--- config.mk ---
export PLATFORM = sky130hd
export DESIGN_NAME = reloj_hms
export DESIGN_NICKNAME = d
export VERILOG_FILES = /design/src/rtl/reloj_pkg.sv /design/src/rtl/reloj_bcd_digito.sv /design/src/rtl/reloj_hms.sv
export SDC_FILE = /design/constraint.sdc
export NUM_CORES = 1
export LEC_CHECK = 0
export ABC_CLOCK_PERIOD_IN_PS = 3300
export CORE_MARGIN = 8
export CORE_UTILIZATION = 35
export DETAILED_ROUTE_END_ITERATION = 12
export HOLD_SLACK_MARGIN = 0.03
export PLACE_DENSITY = 0.64
export SYNTH_ARGS = -nofsm -noshare
export SYNTH_HDL_FRONTEND = slang
export SYNTH_SLANG_ARGS = --single-unit
--- constraint.sdc ---
create_clock -name clock -period 3.3 [get_ports clock]
set_input_delay 0.33 -clock clock [delete_from_list [all_inputs] [get_ports clock]]
set_output_delay 0.33 -clock clock [all_outputs]
set_load 0.01 [all_outputs]
--- src/rtl/reloj_pkg.sv ---
// Shared types, limits and BCD helpers for the reloj_hms time-of-day clock.
// All time values are packed two-digit BCD {tens[7:4], units[3:0]}.
package reloj_pkg;

  typedef logic [7:0] bcd2_t;

  localparam bcd2_t SEG_MAX = 8'h59;
  localparam bcd2_t MIN_MAX = 8'h59;
  localparam bcd2_t H24_MAX = 8'h23;
  localparam bcd2_t H12_MAX = 8'h12;
  localparam bcd2_t H12_MIN = 8'h01;

  // Both nibbles are decimal digits.
  function automatic logic bcd_valid(input bcd2_t v);
    return (v[7:4] <= 4'd9) && (v[3:0] <= 4'd9);
  endfunction

  // BCD +1 without wrap handling; callers wrap at their own modulus first.
  function automatic bcd2_t bcd_inc(input bcd2_t v);
    bcd2_t r;
    if (v[3:0] == 4'd9) begin
      r = {v[7:4] + 4'd1, 4'd0};
    end else begin
      r = {v[7:4], v[3:0] + 4'd1};
    end
    return r;
  endfunction

  // Re-express an hour when the display mode flips. The pm flag is not
  // changed by a conversion: it already equals (hour >= 12) in 24 h mode.
  //   to24 = 1 : 12 h value + pm -> 00..23
  //   to24 = 0 : 00..23          -> 12 h value
  function automatic bcd2_t hour_convert(input bcd2_t h, input logic pm, input logic to24);
    bcd2_t r;
    r = h;
    if (to24) begin
      if (h == H12_MAX) begin
        r = pm ? H12_MAX : 8'h00;
      end else if (pm) begin
        // h + 12 in BCD, h in 01..11
        if (h[3:0] >= 4'd8) begin
          r = {h[7:4] + 4'd2, h[3:0] - 4'd8};
        end else begin
          r = {h[7:4] + 4'd1, h[3:0] + 4'd2};
        end
      end
    end else begin
      if (h == 8'h00) begin
        r = H12_MAX;
      end else if (h > H12_MAX) begin
        // h - 12 in BCD, h in 13..23
        if (h[3:0] >= 4'd2) begin
          r = {h[7:4] - 4'd1, h[3:0] - 4'd2};
        end else begin
          r = {h[7:4] - 4'd2, h[3:0] + 4'd8};
        end
      end
    end
    return r;
  endfunction

endpackage

--- src/rtl/reloj_bcd_digito.sv ---
// Two-digit BCD modulo counter (00..MAX) used for seconds and minutes.
// Ports:
//   clock, reset    rising-edge clock, synchronous active-high reset (-> 00)
//   inc             advance by one, wrapping MAX -> 00
//   load, load_val  synchronous load, takes priority over inc
//   value           current count, packed BCD (registered)
//   carry           inc while value == MAX; feeds the next stage's inc
module reloj_bcd_digito
  import reloj_pkg::*;
#(
  parameter logic [7:0] MAX = SEG_MAX
) (
  input  logic       clock,
  input  logic       reset,
  input  logic       inc,
  input  logic       load,
  input  logic [7:0] load_val,
  output logic [7:0] value,
  output logic       carry
);

  logic [7:0] value_q, value_d;

  always_comb begin
    value_d = value_q;
    if (load) begin
      value_d = load_val;
    end else if (inc) begin
      value_d = (value_q == MAX) ? 8'h00 : bcd_inc(value_q);
    end
  end

  always_ff @(posedge clock) begin
    if (reset) begin
      value_q <= 8'h00;
    end else begin
      value_q <= value_d;
    end
  end

  assign value = value_q;
  assign carry = inc && (value_q == MAX);

endmodule

--- src/rtl/reloj_hms.sv ---
// Time-of-day clock: divides the system clock to 1 Hz and keeps seconds,
// minutes and hours in packed BCD, with runtime 12 h / 24 h display mode,
// AM/PM tracking and a validated synchronous time-load port.
// Ports:
//   clock, reset            rising-edge clock, synchronous active-high reset
//   run                     1 = prescaler advances, 0 = time frozen
//   modo24                  requested display mode (1 = 24 h)
//   ajust                   load strobe
//   ajust_seg/min/hora      BCD load values; ajust_pm used only in 12 h mode
//   seg, min, hora, pm      current time (registered)
//   segundo                 1 Hz square wave, high for the first half-second
//   tick_min                one-cycle pulse when seconds wrap 59 -> 00
//   ajust_err               one-cycle pulse after a rejected load
// CLK_DIV must be even and >= 2.
module reloj_hms
  import reloj_pkg::*;
#(
  parameter int unsigned CLK_DIV = 50_000_000
) (
  input  logic       clock,
  input  logic       reset,
  input  logic       run,
  input  logic       modo24,
  input  logic       ajust,
  input  logic [7:0] ajust_seg,
  input  logic [7:0] ajust_min,
  input  logic [7:0] ajust_hora,
  input  logic       ajust_pm,
  output logic [7:0] seg,
  output logic [7:0] min,
  output logic [7:0] hora,
  output logic       pm,
  output logic       segundo,
  output logic       tick_min,
  output logic       ajust_err
);

  localparam int unsigned PW = (CLK_DIV > 2) ? $clog2(CLK_DIV) : 1;
  localparam logic [PW-1:0] PRESC_LAST = PW'(CLK_DIV - 1);
  localparam logic [PW-1:0] PRESC_HALF = PW'(CLK_DIV / 2);

  logic [PW-1:0] presc_q, presc_d;
  logic [7:0]    hora_q, hora_d;
  logic          pm_q, pm_d;
  logic          mode_q, mode_d;
  logic          segundo_q, segundo_d;
  logic          tick_min_q;
  logic          err_q;

  logic          fmt_ok, hour_ok, load_ok;
  logic          conv, wrap, tick;
  logic          seg_carry, min_carry;

  // ---------------------------------------------------------------------------
  // Load validation, checked against the mode requested this cycle.
  // ---------------------------------------------------------------------------
  always_comb begin
    fmt_ok = bcd_valid(ajust_seg) && bcd_valid(ajust_min) && bcd_valid(ajust_hora) &&
             (ajust_seg <= SEG_MAX) && (ajust_min <= MIN_MAX);
    if (modo24) begin
      hour_ok = (ajust_hora <= H24_MAX);
    end else begin
      hour_ok = (ajust_hora >= H12_MIN) && (ajust_hora <= H12_MAX);
    end
  end

  assign load_ok = ajust && fmt_ok && hour_ok;
  // A valid load sets the mode itself, so it suppresses conversion.
  assign conv    = !load_ok && (modo24 != mode_q);
  assign wrap    = run && (presc_q == PRESC_LAST);
  // Load discards the tick; conversion defers it by holding the prescaler.
  assign tick    = wrap && !load_ok && !conv;

  // ---------------------------------------------------------------------------
  // Prescaler and 1 Hz square wave
  // ---------------------------------------------------------------------------
  always_comb begin
    presc_d = presc_q;
    if (load_ok) begin
      presc_d = '0;
    end else if (run) begin
      if (presc_q == PRESC_LAST) begin
        presc_d = conv ? presc_q : '0;
      end else begin
        presc_d = presc_q + PW'(1);
      end
    end

    // segundo tracks the prescaler value it is registered alongside; it only
    // moves when the prescaler is actually written, so it holds while frozen.
    segundo_d = segundo_q;
    if (run || load_ok) begin
      segundo_d = (presc_d < PRESC_HALF);
    end
  end

  // ---------------------------------------------------------------------------
  // Seconds and minutes
  // ---------------------------------------------------------------------------
  reloj_bcd_digito #(
    .MAX (SEG_MAX)
  ) u_seg (
    .clock    (clock),
    .reset    (reset),
    .inc      (tick),
    .load     (load_ok),
    .load_val (ajust_seg),
    .value    (seg),
    .carry    (seg_carry)
  );

  reloj_bcd_digito #(
    .MAX (MIN_MAX)
  ) u_min (
    .clock    (clock),
    .reset    (reset),
    .inc      (seg_carry),
    .load     (load_ok),
    .load_val (ajust_min),
    .value    (min),
    .carry    (min_carry)
  );

  // ---------------------------------------------------------------------------
  // Hours, pm and mode register
  // ---------------------------------------------------------------------------
  always_comb begin
    hora_d = hora_q;
    pm_d   = pm_q;
    mode_d = mode_q;
    if (load_ok) begin
      hora_d = ajust_hora;
      mode_d = modo24;
      pm_d   = modo24 ? (ajust_hora >= H12_MAX) : ajust_pm;
    end else if (conv) begin
      hora_d = hour_convert(hora_q, pm_q, modo24);
      mode_d = modo24;
    end else if (min_carry) begin
      if (mode_q) begin
        hora_d = (hora_q == H24_MAX) ? 8'h00 : bcd_inc(hora_q);
        pm_d   = (hora_d >= H12_MAX);
      end else if (hora_q == H12_MAX) begin
        // 12 -> 01 leaves pm alone
        hora_d = H12_MIN;
      end else begin
        hora_d = bcd_inc(hora_q);
        if (hora_q == 8'h11) begin
          pm_d = !pm_q;
        end
      end
    end
  end

  always_ff @(posedge clock) begin
    if (reset) begin
      presc_q    <= '0;
      hora_q     <= modo24 ? 8'h00 : H12_MAX;
      pm_q       <= 1'b0;
      mode_q     <= modo24;
      segundo_q  <= 1'b0;
      tick_min_q <= 1'b0;
      err_q      <= 1'b0;
    end else begin
      presc_q    <= presc_d;
      hora_q     <= hora_d;
      pm_q       <= pm_d;
      mode_q     <= mode_d;
      segundo_q  <= segundo_d;
      tick_min_q <= seg_carry;
      err_q      <= ajust && !load_ok;
    end
  end

  assign hora      = hora_q;
  assign pm        = pm_q;
  assign segundo   = segundo_q;
  assign tick_min  = tick_min_q;
  assign ajust_err = err_q;

endmodule

# --- Word level (Yosys, flattened, before mapping) ---
# Cells that the tools add are included.
totals:
  register_bits: 55
  inputBits: 30
  output_inout_bits: 28
  word_cells: 134
classes:
  add_sub_neg: 14
  order_cmp: 17
  eq_ne: 14
  muxes: 44
  n_reduce_logical: 34
op_table:
  columns: ["cell", "count"]
  rows:
  - ["8-bit 2-to-1 mux", 27]
  - ["26-bit 2-to-1 mux", 4]
  - ["26-bit by 1-bit adder with 26-bit output (second input constant)", 1]
  - ["26-bit == test (second input constant)", 1]
  - ["26-bit by 25-bit less-than comparator with 1-bit output (second input constant)", 1]
  - ["4-bit by 1-bit adder with 4-bit output (second input constant)", 6]
  - ["4-bit less-or-equal comparator (second input constant)", 6]
  - ["1-bit logical AND", 17]
  - ["8-bit by 5-bit == test with 1-bit output (second input constant)", 2]
  - ["8-bit by 7-bit == test with 1-bit output (second input constant)", 2]
  - ["8-bit by 5-bit greater-or-equal comparator with 1-bit output (second input constant)", 2]
  - ["8-bit by 7-bit less-or-equal comparator with 1-bit output (second input constant)", 2]
  - ["4-bit == test (second input constant)", 3]
  - ["3-bit nonzero test", 4]
  - ["1-bit 2-to-1 mux", 11]
  - ["5-bit 2-to-1 mux", 2]
  - ["4-bit by 2-bit adder with 4-bit output (second input constant)", 2]
  - ["8-bit by 6-bit == test with 1-bit output (second input constant)", 1]
  - ["8-bit by 1-bit greater-or-equal comparator with 1-bit output (second input constant)", 1]
  - ["8-bit by 5-bit > comparator with 1-bit output (second input constant)", 1]
  - ["8-bit by 5-bit less-or-equal comparator with 1-bit output (second input constant)", 1]
  - ["8-bit by 6-bit less-or-equal comparator with 1-bit output (second input constant)", 1]
  - ["8-bit zero test", 1]
  - ["4-bit by 2-bit subtractor with 4-bit output (second input constant)", 2]
  - ["17 further kinds", 22]

# --- Logic depth before layout (Yosys ltp) ---
depth:
  word_depth: 23
  ltp_mapped: 11
  depth_no_buf: 10

# --- Hierarchy ---
# Synthesis repeated with hierarchy kept, for this count alone.
hier_totals:
  cells_unflattened: 544
  area_unflattened_um2: 4115.2
modules_own_cells:
  columns: ["mod", "n_inst", "cells_per_inst", "area_per_inst_um2", "seq_area_each_um2"]
  rows:
  - ["reloj_hms", 1, 416, 3074.2, 870.8]
  - ["reloj_bcd_digito", 2, 64, 520.5, 160.2]

# --- Worst setup path after synthesis ---
# OpenSTA, ideal clock, no wires.
synth_timing:
  path_type: "register to register"
  from: "reg presc_q[24]"
  to: "reg hora_q[1], in the netlist hora[1] (enable)"
  setup_time_ns: 0.302
  t_arrival_ns: 2.937
  required_ns: 2.998
  setup_slack_ns: 0.061
  stages_incl_launch_ff: 10
  n_path_buf: 1
  period_less_slack_ns: 3.239
  path_cell_list: "dfxtp_1 -> or4_4 -> nor4_4 -> nand4_4 -> or3b_1 -> buf_2 -> or4_4 -> and2_4 -> o31ai_4 -> o21a_1"
synth_via:
  elab_chain_len: 8
synth_lines:
  columns: ["item", "line", "rtl"]
  rows:
  - ["from (decl)", "reloj_hms.sv:42", "logic [PW-1:0] presc_q, presc_d;"]
  - ["from (signal assigned)", "reloj_hms.sv:164", "presc_q <= presc_d;"]
  - ["26-bit == test", "reloj_hms.sv:70", "assign wrap = run && (presc_q == PRESC_LAST);"]
  - ["1-bit logical AND", "reloj_hms.sv:70", null]
  - ["1-bit logical AND (2 in series)", "reloj_hms.sv:72", "assign tick = wrap && !load_ok && !conv;"]
  - ["1-bit logical AND (2 in series)", "reloj_bcd_digito.sv:42", "assign carry = inc && (value_q == MAX);"]
  - ["4-bit nonzero test (no line)", null, null]
  - ["3-bit AND reduction (no line)", null, null]
  - ["to (signal assigned)", "reloj_hms.sv:157", "hora_q <= modo24 ? 8'h00 : H12_MAX;"]
  - ["to (signal assigned)", "reloj_hms.sv:165", "hora_q <= hora_d;"]
  - ["to (decl)", "reloj_hms.sv:43", "logic [7:0] hora_q, hora_d;"]
# No other way between the ends.
# A chain may end at the register's enable or synchronous reset.

# --- Final worst setup path ---
layout_timing:
  from: "reg presc_q[7]"
  to: "reg hora_q[4], in the netlist hora[4] (enable)"
# The elaborated chain is that of the path after synthesis.

==> results.yml <==
cts:
  clk_transition_reported_paths_ps: 70
  root_buffer: "clkbuf_16"
  cts-buffers-inserted: 5
  h-tree-depth: 2
  cts_tree: "yes"
  cts_num_sinks: 55
  cts_buffer_depth: 2
  clk_latency_ps: 290
power_and_ir_drop:
  leakagePower_uw: 0.00181
  power.density_nw_per_um2: 329
  total_power_uw: 1680
  ir_drop_mv: 0.226
grt:
  first_global_vias: 4256
  grt_pass1_wl_mm: 21.7
  antenna_found_initial: 0
  grt_overflow: 0
  track_usage_pct: 17.5
  grt_max_degree: 28
floorplan:
  num_io_pins: 58
  initial_core_util_pct: 35.8
  core_area_um2: 11400
  die_y_um: 124
  die_area_um2: 15300
  rows: 39
  die_w_um: 124
detailed_routing:
  num_vias: 4382
  wl_per_cell_um: 17.7
  vias_per_cell: 5.87
  drc_errors: 0
  drtPass1Iterations: 5
  wl_mm: 13.2
  drt_iter0_drc: 444
  drtAntennaViolNets: 0
logic_synthesis:
  synthAdderAreaFrac_pct: 5.85
  postSynthAreaPerCell_um2: 7.60
  syn-cell-area_um2: 4070
  yosys_warnings: 0
  syn_inst: 535
  synth_edf_count: 9
  yosys-mux-area-fraction_pct: 0.738
  yosys.area.top_type: "dfxtp_1"
  synth_xor_area_share_pct: 4.74
  synth_seq_cells: 55
  synth_cell_types: 63
  synth_top_family_by_area: "simple AND/OR/NAND/NOR gates"
  synth_compound_area_share_pct: 22.6
  ys_async_sr_fraction_pct: 0
  yosys.area_share.simple_pct: 32.4
  synthTopCellsByArea: "dfxtp_1 (23%), edfxtp_1 (6.6%), nor2_1 (6.1%), ha_1 (5.8%), a21oi_1 (4.3%)"
  syn_nets: 584
  synth_ff_type: "dfxtp_1"
  ys_seq_area_share_pct: 29.3
  synth_top_area_share_pct: 22.6
sta:
  fin_crit_sh_pct: 96.4
  slew_headroom_pct: 56.7
  finalMaxSlewViolations: 0
  fin_skew_ps: 8.52
  worst_pin_slew_ps: 642
  hold_violations: 0
  min_period_ps: 3180
  clock.fmax_mhz: 314
  setup_viol: 0
layout:
  final_cell_area_um2: 5100
  area_delta_synth_final_pct: 25.4
  final_common_cell: "nor2_1"
  mostFrequentLayoutCells: "nor2_1 (66), clkdlybuf4s50_1 (57), dfxtp_1 (46), nand2_1 (42)"
  antenna_cells: 0
  seq_area_um2: 1190
  final_nets: 654
  multi_input_area_um2: 2710
  layout-drive-gt1-share_pct: 9.44
  n_fill_cell: 1162
worst_setup_path:
  arrival_ps: 3170
  r2r_end: "hora[4]$_DFFE_PP_"
  path_max_fanout: 5
  r2r_slack_ps: 120
  required_ps: 3290
  path_class: "flop to flop"
  end_kind: "flop"
  r2r_start: "presc_q[7]$_SDFF_PP0_"
  rr_worst_depth: 8
  cp-start-kind: "flop"
placement:
  hpwlAfterDp_mm: 9.83
  gp_congestion: 0.866
  port_buffers: 57
  placed_area_um2: 4960
worst_hold_path:
  hp-start: "presc_q[25]$_SDFF_PP0_"
  min_to: "presc_q[25]$_SDFF_PP0_"
  min_delay_path_depth: 2
  hold_path_class: "flop to flop"
run_status:
  status: "completed"
run:
  maxCapViolCount: 0
-- layout make-up --
class | instances | share of cell area, %
Inverter | 20 | 1.47
Sequential cell | 55 | 23.4
Clock buffer | 6 | 2.53
Tap cell | 143 | 3.51
Multi-Input combinational cell | 433 | 53.1
Timing Repair Buffer | 90 | 16.0
-- flip-flops by register name, indices dropped and copies added, names as in the netlist --
register     flops
ajust_err        1
hora             8
mode_q           1
pm               1
presc_q         26
segundo          1
tick_min         1
u_min.value      8
u_seg.value      8
-- metal layers --
metal	global-route usage, %	wire length [um]
met5	0	0
met3	3.17	828
met4	3.99	157
met2	29.4	6260
met1	22.9	6000
-- worst max-delay path by stage --
stage / startpoint / to / slack [ps]
2_1_floorplan: presc_q[24]$_SDFF_PP0_ / hora[1]$_DFFE_PP_ / 60
3_3_place_gp: modo24 / hora[2]$_SDFFCE_PP0P_ / 190
3_5_place_dp: ajust_hora[3] / hora[4]$_DFFE_PP_ / 120
4_1_cts: presc_q[0]$_SDFFE_PP0P_ / hora[4]$_DFFE_PP_ / 70
5_1_grt: presc_q[0]$_SDFFE_PP0P_ / hora[4]$_DFFE_PP_ / -0.9
6_report: presc_q[7]$_SDFF_PP0_ / hora[4]$_DFFE_PP_ / 120
-- synth_stat cells (all sizes together) (4+ instances only) --
cell type / n
o311ai: 4
nor3: 26
dfxtp: 46
and4: 5
and3: 14
inv: 20
nand2: 42
o21ai: 35
nand3: 34
o21a: 4
or2: 4
or4: 4
o22ai: 5
nor2: 66
nand4: 7
o41ai: 4
nor2b: 4
o211ai: 4
a22oi: 6
a21oi: 35
nor4: 14
a32oi: 4
a31oi: 6
xor2: 11
or3: 5
clkbuf: 26
nand4b: 4
and2: 6
a211oi: 13
edfxtp: 9
ha: 19
xnor2: 11
-- worst max-delay path, stage by stage, from the launching register on --
cell     delay (ps)
dfxtp_1         360
or4_4           580
nor4_4          350
nand4_4         130
or3b_1          400
or4_4           470
and2_4          190
o31ai_4         190
o21a_1          220
-- per-stage QoR --
| step | worst slack [ps] | utilization, % | hold WS (ps) | setup TNS [ps] | std cells |
|---|---|---|---|---|---|
| finish | 120 | 44.8 | 504 | 0 | 747 |
| global route | -0.941 | 44.8 | 534 | -2.68 | 747 |
| detailed placement | 116 | 43.6 | 494 | 0 | 740 |
| floorplan | 60.5 | - | 429 | 0 | 535 |
| CTS | 71.8 | 44.8 | 503 | 0 | 746 |
| global placement | 187 | 43.6 | 484 | 0 | 740 |
-- cell families (layout without fill, tap and decap cells) --
logic type / after synthesis / count (layout)
AO/OA/AOI/OAI: 140 / 140
XOR/XNOR: 22 / 22
adder cells (fa/ha/maj): 19 / 19
buffers and inverters: 47 / 116
multiplexers: 3 / 3
flip-flops: 55 / 55
AND/OR/NAND/NOR: 249 / 249
-- power breakdown --
group          leakage (uW)  switching, uW  internal (uW)  total (uW)
Sequential         0.000465           44.5            710         755
Combinational       0.00129            224            193         417
Clock             0.0000628            230            274         504
-- timing repair --
action	CTS	global route
setup buffers	0	1
hold buffers	0	0
gates resized for setup	0	1
endpoints found under the setup margin	0	7
Note: power is estimated with default switching activity, not from simulation.
